[src/rtl/params_pkg.sv]
`default_nettype none
// +------------------------------------------------------------------------+
// | params_pkg: shared defaults and FSM encoding for the BCM OE scheduler.  |
// | Revision: 1.0                                                          |
// +------------------------------------------------------------------------+
package params_pkg;

    localparam int BRIGHTNESS_LEVELS       = 6;
    localparam int BRIGHTNESS_BASE_TIMEOUT = 8;
    localparam int BLANK_CYCLES            = 2;
    localparam int DIM_WIDTH               = 8;
    localparam int STATE_TIMEOUT_OVERLAP   = 67;

    typedef enum logic [1:0] {
        IDLE  = 2'd0,
        BLANK = 2'd1,
        ON    = 2'd2
    } bcm_oe_state_t;

endpackage
`default_nettype wire

[src/rtl/bcm_output_enable_scheduler_on_time_calc.sv]
`default_nettype none
// +------------------------------------------------------------------------+
// | bcm_on_time_calc: plane priority encode, one-hot check, on-time shift,  |
// | optional dim scale (BCM_OE_DIM_EN) and clamp to >= 1. Revision: 1.0     |
// +------------------------------------------------------------------------+
module bcm_on_time_calc #(
    parameter int BRIGHTNESS_LEVELS       = params_pkg::BRIGHTNESS_LEVELS,
    parameter int BRIGHTNESS_BASE_TIMEOUT = params_pkg::BRIGHTNESS_BASE_TIMEOUT,
    parameter int DIM_WIDTH               = params_pkg::DIM_WIDTH,
    parameter int TIMEOUT_WIDTH           = $clog2(BRIGHTNESS_BASE_TIMEOUT) + BRIGHTNESS_LEVELS,
    parameter int IDX_WIDTH               = $clog2(BRIGHTNESS_LEVELS)
) (
    input  logic [BRIGHTNESS_LEVELS-1:0] mask_i,
    input  logic [DIM_WIDTH-1:0]         dim_i,
    output logic [TIMEOUT_WIDTH-1:0]     on_time_o,
    output logic [IDX_WIDTH-1:0]         plane_index_o
);
    import params_pkg::*;

    localparam logic [BRIGHTNESS_LEVELS-1:0] MASK_ONE = 1;
    localparam logic [TIMEOUT_WIDTH-1:0]     T_ONE    = 1;
    localparam logic [TIMEOUT_WIDTH-1:0]     T_BASE   = TIMEOUT_WIDTH'(BRIGHTNESS_BASE_TIMEOUT);

    logic                     one_hot;
    logic [TIMEOUT_WIDTH-1:0] t0;
    logic [TIMEOUT_WIDTH-1:0] t_scaled;

    // Lowest set bit wins, so iterate from the top down.
    always_comb begin
        plane_index_o = '0;
        for (int i = BRIGHTNESS_LEVELS - 1; i >= 0; i--) begin
            if (mask_i[i]) begin
                plane_index_o = IDX_WIDTH'(i);
            end
        end
    end

    assign one_hot = (mask_i != '0) && ((mask_i & (mask_i - MASK_ONE)) == '0);
    assign t0      = one_hot ? (T_BASE << plane_index_o) : T_ONE;

`ifdef BCM_OE_DIM_EN
    localparam int PROD_WIDTH = TIMEOUT_WIDTH + DIM_WIDTH;

    logic [PROD_WIDTH-1:0] product;
    logic [PROD_WIDTH-1:0] shifted;

    // (dim+1) <= 2^DIM_WIDTH, so the product always fits PROD_WIDTH bits.
    assign product  = PROD_WIDTH'(t0) * (PROD_WIDTH'(dim_i) + PROD_WIDTH'(1));
    assign shifted  = product >> DIM_WIDTH;
    assign t_scaled = shifted[TIMEOUT_WIDTH-1:0];
`else
    logic unused_dim;

    assign unused_dim = ^dim_i;
    assign t_scaled   = t0;
`endif

    assign on_time_o = (t_scaled == '0) ? T_ONE : t_scaled;

endmodule
`default_nettype wire

[src/rtl/bcm_output_enable_scheduler.sv]
`default_nettype none
// +------------------------------------------------------------------------+
// | bcm_output_enable_scheduler: per-latch BCM output-enable pulse with     |
// | blanking guard, abort/restart and done handshake; dim via BCM_OE_DIM_EN.|
// | Revision: 1.0                                                          |
// +------------------------------------------------------------------------+
module bcm_output_enable_scheduler #(
    parameter int BRIGHTNESS_LEVELS       = params_pkg::BRIGHTNESS_LEVELS,
    parameter int BRIGHTNESS_BASE_TIMEOUT = params_pkg::BRIGHTNESS_BASE_TIMEOUT,
    parameter int BLANK_CYCLES            = params_pkg::BLANK_CYCLES,
    parameter int STATE_TIMEOUT_OVERLAP   = params_pkg::STATE_TIMEOUT_OVERLAP,
    parameter int DIM_WIDTH               = params_pkg::DIM_WIDTH
) (
    input  logic                                 clk_in,
    input  logic                                 reset_n,
    input  logic [BRIGHTNESS_LEVELS-1:0]         brightness_mask_active,
    input  logic [DIM_WIDTH-1:0]                 dim,
    input  logic                                 row_latch,
    output logic                                 output_enable,
    output logic                                 busy,
    output logic                                 done,
    output logic [$clog2(BRIGHTNESS_LEVELS)-1:0] plane_index,
    output logic                                 exceeded_overlap_time
);
    import params_pkg::*;

    localparam int          TIMEOUT_WIDTH = $clog2(BRIGHTNESS_BASE_TIMEOUT) + BRIGHTNESS_LEVELS;
    localparam int          IDX_WIDTH     = $clog2(BRIGHTNESS_LEVELS);
    localparam int          BLANK_WIDTH   = (BLANK_CYCLES > 0) ? $clog2(BLANK_CYCLES + 1) : 1;
    localparam logic [31:0] OVERLAP_LIMIT = 32'(STATE_TIMEOUT_OVERLAP);

    bcm_oe_state_t            state_q, state_d;
    logic                     row_latch_q;
    logic                     start_event;
    logic [BLANK_WIDTH-1:0]   blank_cnt_q, blank_cnt_d;
    logic [TIMEOUT_WIDTH-1:0] elapsed_q, elapsed_d;
    logic [TIMEOUT_WIDTH-1:0] on_time_q, on_time_d;
    logic [TIMEOUT_WIDTH-1:0] calc_on_time;
    logic [IDX_WIDTH-1:0]     plane_index_q, plane_index_d;
    logic [IDX_WIDTH-1:0]     calc_plane_index;
    logic                     output_enable_q;
    logic                     busy_q;
    logic                     done_q, done_d;

    bcm_on_time_calc #(
        .BRIGHTNESS_LEVELS       (BRIGHTNESS_LEVELS),
        .BRIGHTNESS_BASE_TIMEOUT (BRIGHTNESS_BASE_TIMEOUT),
        .DIM_WIDTH               (DIM_WIDTH),
        .TIMEOUT_WIDTH           (TIMEOUT_WIDTH),
        .IDX_WIDTH               (IDX_WIDTH)
    ) u_on_time_calc (
        .mask_i        (brightness_mask_active),
        .dim_i         (dim),
        .on_time_o     (calc_on_time),
        .plane_index_o (calc_plane_index)
    );

    // Falling edge of the latch strobe starts (or restarts) a pulse.
    assign start_event = row_latch_q && !row_latch;

    always_comb begin
        state_d       = state_q;
        blank_cnt_d   = '0;
        elapsed_d     = '0;
        on_time_d     = on_time_q;
        plane_index_d = plane_index_q;
        done_d        = 1'b0;

        if (start_event) begin
            on_time_d     = calc_on_time;
            plane_index_d = calc_plane_index;
            if (BLANK_CYCLES == 0) begin
                state_d   = ON;
                elapsed_d = TIMEOUT_WIDTH'(1);
            end else begin
                state_d     = BLANK;
                blank_cnt_d = BLANK_WIDTH'(1);
            end
        end else begin
            case (state_q)
                BLANK: begin
                    if (blank_cnt_q >= BLANK_WIDTH'(BLANK_CYCLES)) begin
                        state_d   = ON;
                        elapsed_d = TIMEOUT_WIDTH'(1);
                    end else begin
                        blank_cnt_d = blank_cnt_q + BLANK_WIDTH'(1);
                    end
                end
                ON: begin
                    if (elapsed_q >= on_time_q) begin
                        state_d = IDLE;
                        done_d  = 1'b1;
                    end else begin
                        elapsed_d = elapsed_q + TIMEOUT_WIDTH'(1);
                    end
                end
                default: begin
                    state_d = IDLE;
                end
            endcase
        end
    end

    always_ff @(posedge clk_in or negedge reset_n) begin
        if (!reset_n) begin
            state_q         <= IDLE;
            row_latch_q     <= 1'b0;
            blank_cnt_q     <= '0;
            elapsed_q       <= '0;
            on_time_q       <= '0;
            plane_index_q   <= '0;
            output_enable_q <= 1'b0;
            busy_q          <= 1'b0;
            done_q          <= 1'b0;
        end else begin
            state_q         <= state_d;
            row_latch_q     <= row_latch;
            blank_cnt_q     <= blank_cnt_d;
            elapsed_q       <= elapsed_d;
            on_time_q       <= on_time_d;
            plane_index_q   <= plane_index_d;
            output_enable_q <= (state_d == ON);
            busy_q          <= (state_d != IDLE);
            done_q          <= done_d;
        end
    end

    assign output_enable         = output_enable_q;
    assign busy                  = busy_q;
    assign done                  = done_q;
    assign plane_index           = plane_index_q;
    assign exceeded_overlap_time = (state_q == ON) && (32'(elapsed_q) > OVERLAP_LIMIT);

endmodule
`default_nettype wire
[config.mk]
export PLATFORM = sky130hd
export DESIGN_NAME = bcm_output_enable_scheduler
export DESIGN_NICKNAME = d
export VERILOG_FILES = /design/src/rtl/params_pkg.sv /design/src/rtl/bcm_output_enable_scheduler_on_time_calc.sv /design/src/rtl/bcm_output_enable_scheduler.sv
export SDC_FILE = /design/constraint.sdc
export NUM_CORES = 1
export LEC_CHECK = 0
export BUFFER_PORTS_ARGS = -buffer_cell sky130_fd_sc_hd__buf_4
export CORE_MARGIN = 3
export CORE_UTILIZATION = 31
export DETAILED_ROUTE_END_ITERATION = 12
export GPL_ROUTABILITY_DRIVEN = 0
export GPL_TIMING_DRIVEN = 0
export SLEW_MARGIN = 5
export SYNTH_ARGS = -nofsm -noshare
export SYNTH_HDL_FRONTEND = slang
export SYNTH_SLANG_ARGS = --single-unit
[constraint.sdc]
create_clock -name clk_in -period 5.3 [get_ports clk_in]
set_input_delay 0.265 -clock clk_in [delete_from_list [all_inputs] [get_ports clk_in]]
set_output_delay 0.265 -clock clk_in [all_outputs]
set_load 0.01 [all_outputs]
==> impl_metrics.toml, run 1 <==
[outcome]
status = "finished, final reports clean"

[timing]
fin_skew_ns = 0.00119
worst_pin_slew_ns = 0.423
max_freq_mhz = 512
fin_crit_sh_pct = 36.8
holdWs_ns = 0.104
rsz0062_at_grt = "false"
post-route-min-period_ns = 1.95
slew_headroom_pct = 71.8
maxSlewViolCount = 0
hold_viol = 0
setup_viol = 0
finalSetupTns_ns = 0

[logic_synthesis]
synth-seq-cells = 27
yosysWarnings = 0
synth_most_common_cell = "dfrtp_1"
syn-cell-area_um2 = 1440
synth_edf_count = 0
syn-num-nets = 178
yosysSeqAreaShare_pct = 46.8
synthArstFlopShare_pct = 100
synth_ff_type = "dfrtp_1"
ys_types = 36
yosysTopAreaCell = "dfrtp_1"
synthTopCellsByArea = "dfrtp_1, ha_1, nand2_1"
synthCells = 151
ys_top_cells_by_count = "dfrtp_1, nand2_1, nor2_1"
synth_area_per_cell_um2 = 9.55
synth_top_area_share_pct = 46.8

[routing]
drt-total-wl_mm = 2.71
via_per_inst = 4.96
route.detailed.drc = 0
drtPass1Iterations = 4
vias = 1105
wl_per_cell_um = 12.1
drtAntennaViolNets = 0
drt_iter0_drc = 54

[worst_setup_path]
path_max_fanout = 7
criticalPathCategory = "reg2reg"
crit_arrival_ns = 2.16
critPathCaptureType = "flip-flop"
crit_path_start_kind = "flip-flop"
critPathRequiredTime_ns = 5.51

[worst_hold_path]
hold_class = "in2reg"

[clocking]
post_cts_buffers = 0
clock_path_buffers = 2
cts_sinks = 27
cts_tree = "yes"
clk_pin_slew_worst_paths_ns = 0.09
cts.htree.levels = 1
numCtsBuffers = 3
clock_latency_ns = 0.27
cts_root_buf = "clkbuf_8"

[layout]
insertedDiodeCount = 0
multi_input_area_um2 = 711
syn_to_final_growth_pct = 16.1
fin_cells = 223
num-fill-cells = 459
nets = 199
drive_gt1_share_pct = 13.5
sequential_cell_area_um2 = 676

[power]
p_sw_share_pct = 24.4
clock_power_share_pct = 32.0
combPwrFrac_pct = 10.7
p_leak_uw = 0.000763
powerDensity_nw_per_um2 = 222
p_int_uw = 282
switchingPower_uw = 90.8
ir_drop_uv = 140
p_seq_share_pct = 57.4

[floorplan]
die_w_um = 74.2
dieHeight_um = 74.2
ios = 24
core_um2 = 4410
rows = 24
die-area_um2 = 5510
start_util_pct = 32.7

[grt]
grt_overflow = 0
busiest_layer = "met2"
use_met1_pct = 16.1
grt_pass1_vias = 1049
antenna_found_initial = 0
grt_max_degree = 28
grt_pass1_wl_mm = 4.83
use_met3_pct = 2.97
use_met2_pct = 16.7
grtUsageTotal_pct = 11.4

[place]
numPortBuffers = 15
place_inst = 218
dpl.hpwl_mm = 2.01

[job]
maxCapViolCount = 0
[path summary, 6_finish.rpt]
| path | depth (start not counted) | to | start | slack, ns |
|---|---|---|---|---|
| max | 7 | elapsed_q[2] | elapsed_q[0] | 3.35 |
| min | 1 | row_latch_q | row_latch | 0.10 |
| max reg2reg | 7 | elapsed_q[2] | elapsed_q[0] | 3.35 |
| min reg2reg | 1 | blank_cnt_q[0] | blank_cnt_q[0] | 0.47 |
| max in group asynchronous | 2 | plane_index[0] | reset_n | 4.61 |
| min in group asynchronous | 2 | elapsed_q[4] | reset_n | 0.43 |
[metrics by stage]
stage | total power [uW] | setup slack (ns) | area (um^2) | utilization (%)
CTS | 379 | 3.28 | 1680 | 38.0
finish | 373 | 3.35 | 1680 | 38.0
global route | 391 | 3.17 | 1680 | 38.0
detailed placement | 258 | 3.31 | 1620 | 36.7
global placement | 257 | 3.32 | 1620 | 36.7
floorplan | 238 | 3.57 | 1440 | -
[flip-flops by register name, indices dropped and copies added (netlist names)]
signal and flops:
elapsed_q 9, on_time_q 7, plane_index 3, blank_cnt_q 2
state_q 2, busy 1, done 1, output_enable 1
row_latch_q 1
[power groups by stage]
stage / logic [uW] / registers, uW / clock network, uW
finish: 39.7 / 214 / 119
global route: 45.8 / 215 / 131
global placement: 39.7 / 218 / 0
detailed placement: 40.1 / 218 / 0
CTS: 40.8 / 214 / 125
floorplan: 19.1 / 219 / 0
[layer usage]
layer | vias to the layer above | wire (um)
met4 | 0 | 44
met5 | - | 0
met2 | 22 | 1100
li1 | 571 | -
met3 | 5 | 135
met1 | 507 | 1430
[cell families after synthesis]
logic type / count (synthesis) / share of synthesized area (%)
fa+ha+maj: 10 / 8.67
flops: 27 / 46.8
compound gates: 36 / 16.8
simple gates: 55 / 18.9
xor+xnor: 8 / 4.86
buf+inv: 15 / 3.90
[cell type report]
type / count / share of cell area (%)
Sequential cell: 27 / 40.3
Clock buffer: 4 / 2.69
Timing Repair Buffer: 16 / 7.32
Buffer: 2 / 0.448
Tap cell: 52 / 3.88
Multi-Input combinational cell: 109 / 42.4
Inverter: 13 / 2.91
[repair_timing]
| item | 4_1_cts | 5_1_grt |
|---|---|---|
| hold buffers | 1 | 0 |
| endpoints found under the setup margin | 0 | 0 |
| endpoints found under the hold margin | 27 | 0 |
| resized for setup | 0 | 0 |
[placed cells by master (no fill, tap or decap), types with 2 or more instances in the layout]
| cell | count |
|---|---|
| o21bai_1 | 2 |
| nand4_1 | 2 |
| inv_1 | 13 |
| nor2b_1 | 2 |
| clkbuf_8 | 3 |
| dfrtp_1 | 27 |
| o22ai_1 | 2 |
| nand2_1 | 15 |
| xnor2_1 | 3 |
| nand3_1 | 7 |
| nand2b_1 | 4 |
| buf_4 | 15 |
| o21ai_0 | 11 |
| clkbuf_1 | 3 |
| nor3_1 | 3 |
| xor2_1 | 5 |
| a21oi_1 | 9 |
| a211oi_1 | 2 |
| nor2_1 | 14 |
| ha_1 | 10 |
[worst max-delay path: stages (launching register included)]
cell and delay, ns:
dfrtp_1 0.40, inv_1 0.08, ha_1 0.30, nor4b_2 0.26
o21ai_1 0.13, a41oi_2 0.31, nand2_1 0.25, nor2_1 0.15
Power figures use the tool's default switching activity.
==> run 2, diff against run 1 <==
==> constraint.sdc (replaced) <==
create_clock -name clk_in -period 1.6 [get_ports clk_in]
set_input_delay 0.08 -clock clk_in [delete_from_list [all_inputs] [get_ports clk_in]]
set_output_delay 0.08 -clock clk_in [all_outputs]
set_load 0.01 [all_outputs]
==> run 2 against run 1 <==
The run now ends with setup timing left; sequential cell count did not move; hold slack worse by 0.063 ns; non-clock buffer count increased by 12; clock skew rose by 0.0049 ns; routed wire length rose by 11%; critical path depth up 1; via count up 3.8%; count of clock-buffer cells in the layout down 1; clock power grew to 3.2 times the previous value; critical path type unchanged; critical endpoint is now output_enable.
==> impl_metrics.toml, run 2 (synthesis results as in run 1) <==
[worst_setup_path]
path_cells = "inv_2, ha_4, nor4b_4, o21ai_2, buf_4, nand4_1, nand3_2, o211a_1"
reg2reg_from = "elapsed_q[0]"
path_max_fanout = 2
r2r_cells = 8
crit_path_start_kind = "flip-flop"
startpoint = "elapsed_q[0]"
critPathCaptureType = "flip-flop"
crit_path_end = "output_enable"
criticalPathCategory = "reg2reg"
max_stage_delay_ns = 0.40
crit_arrival_ns = 1.97
critPathRequiredTime_ns = 1.76
r2r_slack_ns = -0.21
rr_endpoint = "output_enable"
slowest_stage = "dfrtp_1"

[power]
p_leak_uw = 0.000858
p_seq_share_pct = 56.1
clock_power_share_pct = 30.6
p_int_uw = 953
switchingPower_uw = 311
powerDensity_nw_per_um2 = 672
combPwrFrac_pct = 13.4
ir_drop_uv = 443
p_sw_share_pct = 24.6

[timing]
fin_skew_ns = 0.00607
slew_headroom_pct = 69.6
fin_crit_sh_pct = 113
post-route-min-period_ns = 1.81
setup_viol = 15
worst_pin_slew_ns = 0.456
hold_viol = 0
fin_ws_ns = -0.207
holdWs_ns = 0.0415
rsz0062_at_grt = "true"
max_freq_mhz = 553
maxSlewViolCount = 0

[routing]
drt_iter0_drc = 49
drt-total-wl_mm = 3.00
drtAntennaViolNets = 0
via_per_inst = 4.88
drtPass1Iterations = 4
route.detailed.drc = 0
vias = 1147
wl_per_cell_um = 12.8

[floorplan]
die-area_um2 = 5510
rows = 24
core_um2 = 4410
dieHeight_um = 74.2
start_util_pct = 32.7
ios = 24
die_w_um = 74.2

[grt]
grt_pass1_vias = 1098
grt_pass1_wl_mm = 5.09
antenna_found_initial = 0
grt_max_degree = 28
grtUsageTotal_pct = 11.9
grt_overflow = 0

[layout]
multi_input_area_um2 = 820
num-fill-cells = 435
drive_gt1_share_pct = 29.0
syn_to_final_growth_pct = 30.3
layout_common_cells = "dfrtp_1, buf_4, nand2_1"
largest_register_ffs = 9
nets = 211
top_register = "elapsed_q"
fin_util_pct = 42.6
sequential_cell_area_um2 = 677
insertedDiodeCount = 0

[clocking]
cts_root_buf = "clkbuf_8"
clock_path_buffers = 2
cts_tree = "yes"
cts.htree.levels = 1
numCtsBuffers = 3
cts_sinks = 27
clk_pin_slew_worst_paths_ns = 0.09
clock_latency_ns = 0.27

[outcome]
status = "complete, but fails checks"
violations = "setup timing"

[worst_hold_path]
hold_class = "in2reg"
min-delay-start = "brightness_mask_active[3]"

[place]
numPortBuffers = 15
dpl.hpwl_mm = 2.00

[job]
maxCapViolCount = 0
[run 2: worst min path at each step]
stage,endpoint,slack (ns),depth (start not counted)
floorplan,blank_cnt_q[0],-0.22,0
global placement,elapsed_q[6],0.02,1
detailed placement,elapsed_q[4],0.02,1
CTS,on_time_q[5],0.03,2
global route,on_time_q[5],0.04,2
finish,on_time_q[5],0.04,2
[run 2: what timing repair did]
| action | CTS | global route |
|---|---|---|
| hold buffers | 2 | 0 |
| endpoints found under the hold margin | 28 | 0 |
| pin swaps | 15 | 6 |
| endpoints found under the setup margin | 14 | 17 |
| buffers inserted | 6 | 5 |
| resized for setup | 8 | 14 |
[run 2: cell type report]
| class | count | area share, % |
|---|---|---|
| multi-input cells | 109 | 43.6 |
| flip-flops and latches | 27 | 36.0 |
| repair buffers | 28 | 11.5 |
| well taps | 52 | 3.46 |
| inverters | 13 | 2.60 |
| clock buffers | 3 | 2.20 |
| plain buffers | 2 | 0.399 |
| clock inverters | 1 | 0.266 |
[run 2: worst max-delay path: cells and delay by family (launching register included)]
kind,cells,cell delay (ns)
simple gates,3,0.49
flops,1,0.40
fa+ha+maj,1,0.21
buf+inv,2,0.23
compound gates,2,0.36
[run 2: layer usage]
metal,share of wire (%),track usage [%]
met4,0.67,2.37
met1,51,16.3
met3,4.5,3.65
met2,44,18.7
met5,0,0
[run 2: metrics by stage]
stage	std cells	setup TNS, ns	cell area (um^2)	setup slack, ns	total power [uW]
4_1_cts	230	-2.13	1780	-0.224	1270
2_1_floorplan	151	-0.277	1450	-0.0689	787
6_report	235	-1.17	1880	-0.207	1260
3_3_place_gp	218	-3.06	1620	-0.330	853
5_1_grt	235	-2.85	1880	-0.272	1330
3_5_place_dp	218	-3.00	1620	-0.327	853
[run 2: power by group through the flow]
| stage | logic, uW | registers (uW) | clock network, uW |
|---|---|---|---|
| after floorplan | 63.3 | 724 | 0 |
| after global placement | 132 | 721 | 0 |
| after detailed placement | 132 | 721 | 0 |
| after CTS | 155 | 709 | 409 |
| after global routing | 188 | 712 | 432 |
| final | 169 | 709 | 386 |
==> run 3, diff against run 2 <==
==> constraint.sdc (replaced) <==
create_clock -name clk_in -period 1.6 [get_ports clk_in]
set_input_delay 0.16 -clock clk_in [delete_from_list [all_inputs] [get_ports clk_in]]
set_output_delay 0.16 -clock clk_in [all_outputs]
set_load 0.01 [all_outputs]
==> run 3 against run 2 <==
The run still ends with setup timing left; critical path depth stayed put; die area is the same; fmax is essentially flat; sequential power about the same; critical path type unchanged; critical endpoint unchanged; largest cell class unchanged; highest routed layer unchanged.
==> impl_metrics.toml, run 3 (synthesis results as in run 1) <==
[routing]
drt_iter0_drc = 45
drtPass1Iterations = 4
vias = 1147
route.detailed.drc = 0
drtAntennaViolNets = 0
wl_per_cell_um = 12.8
via_per_inst = 4.88
drt-total-wl_mm = 3.00

[floorplan]
core_um2 = 4410
die_w_um = 74.2
die-area_um2 = 5510
dieHeight_um = 74.2
ios = 24
rows = 24
start_util_pct = 32.7

[grt]
grt_pass1_wl_mm = 5.09
grt_overflow = 0
grtUsageTotal_pct = 11.9
antenna_found_initial = 0
grt_pass1_vias = 1100
grt_max_degree = 28

[outcome]
violations = "setup timing"
status = "complete, but fails checks"

[timing]
fin_skew_ns = 0.00596
maxSlewViolCount = 0
rsz0062_at_grt = "true"
max_freq_mhz = 554
post-route-min-period_ns = 1.81
fin_crit_sh_pct = 113
worst_pin_slew_ns = 0.386
hold_viol = 0
fin_ws_ns = -0.206
setup_viol = 15
slew_headroom_pct = 74.3

[place]
numPortBuffers = 15
place_inst = 218
placed_area_um2 = 1620
dpl.hpwl_mm = 2.00
pre_cts_ws_ns = -0.327

[power]
p_leak_uw = 0.000861
combPwrFrac_pct = 13.4
ir_drop_uv = 443
p_sw_share_pct = 24.6
p_int_uw = 953
switchingPower_uw = 311
powerDensity_nw_per_um2 = 672
clock_power_share_pct = 30.6
p_seq_share_pct = 56.1

[worst_setup_path]
path_max_fanout = 2
crit_path_end = "output_enable"
startpoint = "elapsed_q[0]"
r2r_slack_ns = -0.21
criticalPathCategory = "reg2reg"
critPathCaptureType = "flip-flop"
r2r_cells = 8
crit_arrival_ns = 1.97
reg2reg_from = "elapsed_q[0]"
rr_endpoint = "output_enable"
critPathRequiredTime_ns = 1.76
crit_path_start_kind = "flip-flop"

[layout]
top_register = "elapsed_q"
nets = 211
drive_gt1_share_pct = 29.5
insertedDiodeCount = 0
design_area_um2 = 1880
layout_common_cells = "dfrtp_1, buf_4, nand2_1"
num-fill-cells = 434
largest_register_ffs = 9
fin_cells = 235
syn_to_final_growth_pct = 30.4

[clocking]
clk_pin_slew_worst_paths_ns = 0.09
cts_tree = "yes"
cts_sinks = 27
clock_path_buffers = 2
cts_root_buf = "clkbuf_8"
cts.htree.levels = 1
clock_latency_ns = 0.27
numCtsBuffers = 3

[job]
maxCapViolCount = 0

[worst_hold_path]
hold_class = "in2reg"
==> run 3: cell counts in the layout (fill, tap and decap cells not counted) <==
No cell type changed its count.
==> run 3: layout make-up <==
type | instances | area [um^2] | area share [%]
Clock inverter | 1 | 5.00 | 0.266
Clock buffer | 3 | 41.3 | 2.20
Sequential cell | 27 | 677 | 36.0
Buffer | 2 | 8.76 | 0.466
Multi-Input combinational cell | 109 | 820 | 43.6
Tap cell | 52 | 65.1 | 3.46
Inverter | 13 | 48.8 | 2.59
Timing Repair Buffer | 28 | 215 | 11.4
==> run 3: power by group through the flow <==
stage	logic, uW	clock network, uW	registers [uW]
floorplan	63.3	0	724
global placement	132	0	721
detailed placement	132	0	721
CTS	155	409	709
global route	189	432	712
finish	169	386	709
==> run 3: per-layer routing <==
| metal | GRT usage, % | part of all wire (%) |
|---|---|---|
| met3 | 3.65 | 4.5 |
| met1 | 16.3 | 51 |
| met4 | 2.37 | 0.67 |
| met5 | 0 | 0 |
| met2 | 18.7 | 44 |
==> run 3: through the flow <==
stage	util, %	power, uW	hold slack, ns	setup TNS, ns
after global routing	42.6	1330	0.119	-2.93
final	42.6	1260	0.122	-1.25
after global placement	36.8	853	0.0969	-3.06
after floorplan	-	787	-0.136	-0.277
after CTS	40.3	1270	0.113	-2.21
after detailed placement	36.8	853	0.101	-3.00
==> run 3: what timing repair did <==
action,4_1_cts,5_1_grt
endpoints found under the setup margin,14,22
gates resized for setup,8,16
endpoints found under the hold margin,28,0
hold buffers,2,0
pin swaps,15,6
setup buffers,6,5
==> run 3: worst min path at each step <==
stage               depth (start not counted)              to                 startpoint  slack, ns
detailed placement                          1    elapsed_q[4]                    reset_n       0.10
global route                                2    on_time_q[5]  brightness_mask_active[3]       0.12
finish                                      2    on_time_q[5]  brightness_mask_active[3]       0.12
CTS                                         2    on_time_q[5]  brightness_mask_active[3]       0.11
global placement                            1    elapsed_q[6]                    reset_n        0.1
floorplan                                   0  blank_cnt_q[0]                    reset_n      -0.14
==> run 3: worst max-delay path: stages (launching register included) <==
cell and delay [ns]:
dfrtp_1 0.40, inv_2 0.09, ha_4 0.21, nor4b_4 0.26, o21ai_2 0.13, buf_4 0.14, nand4_1 0.12, nand3_2 0.11
o211a_1 0.23
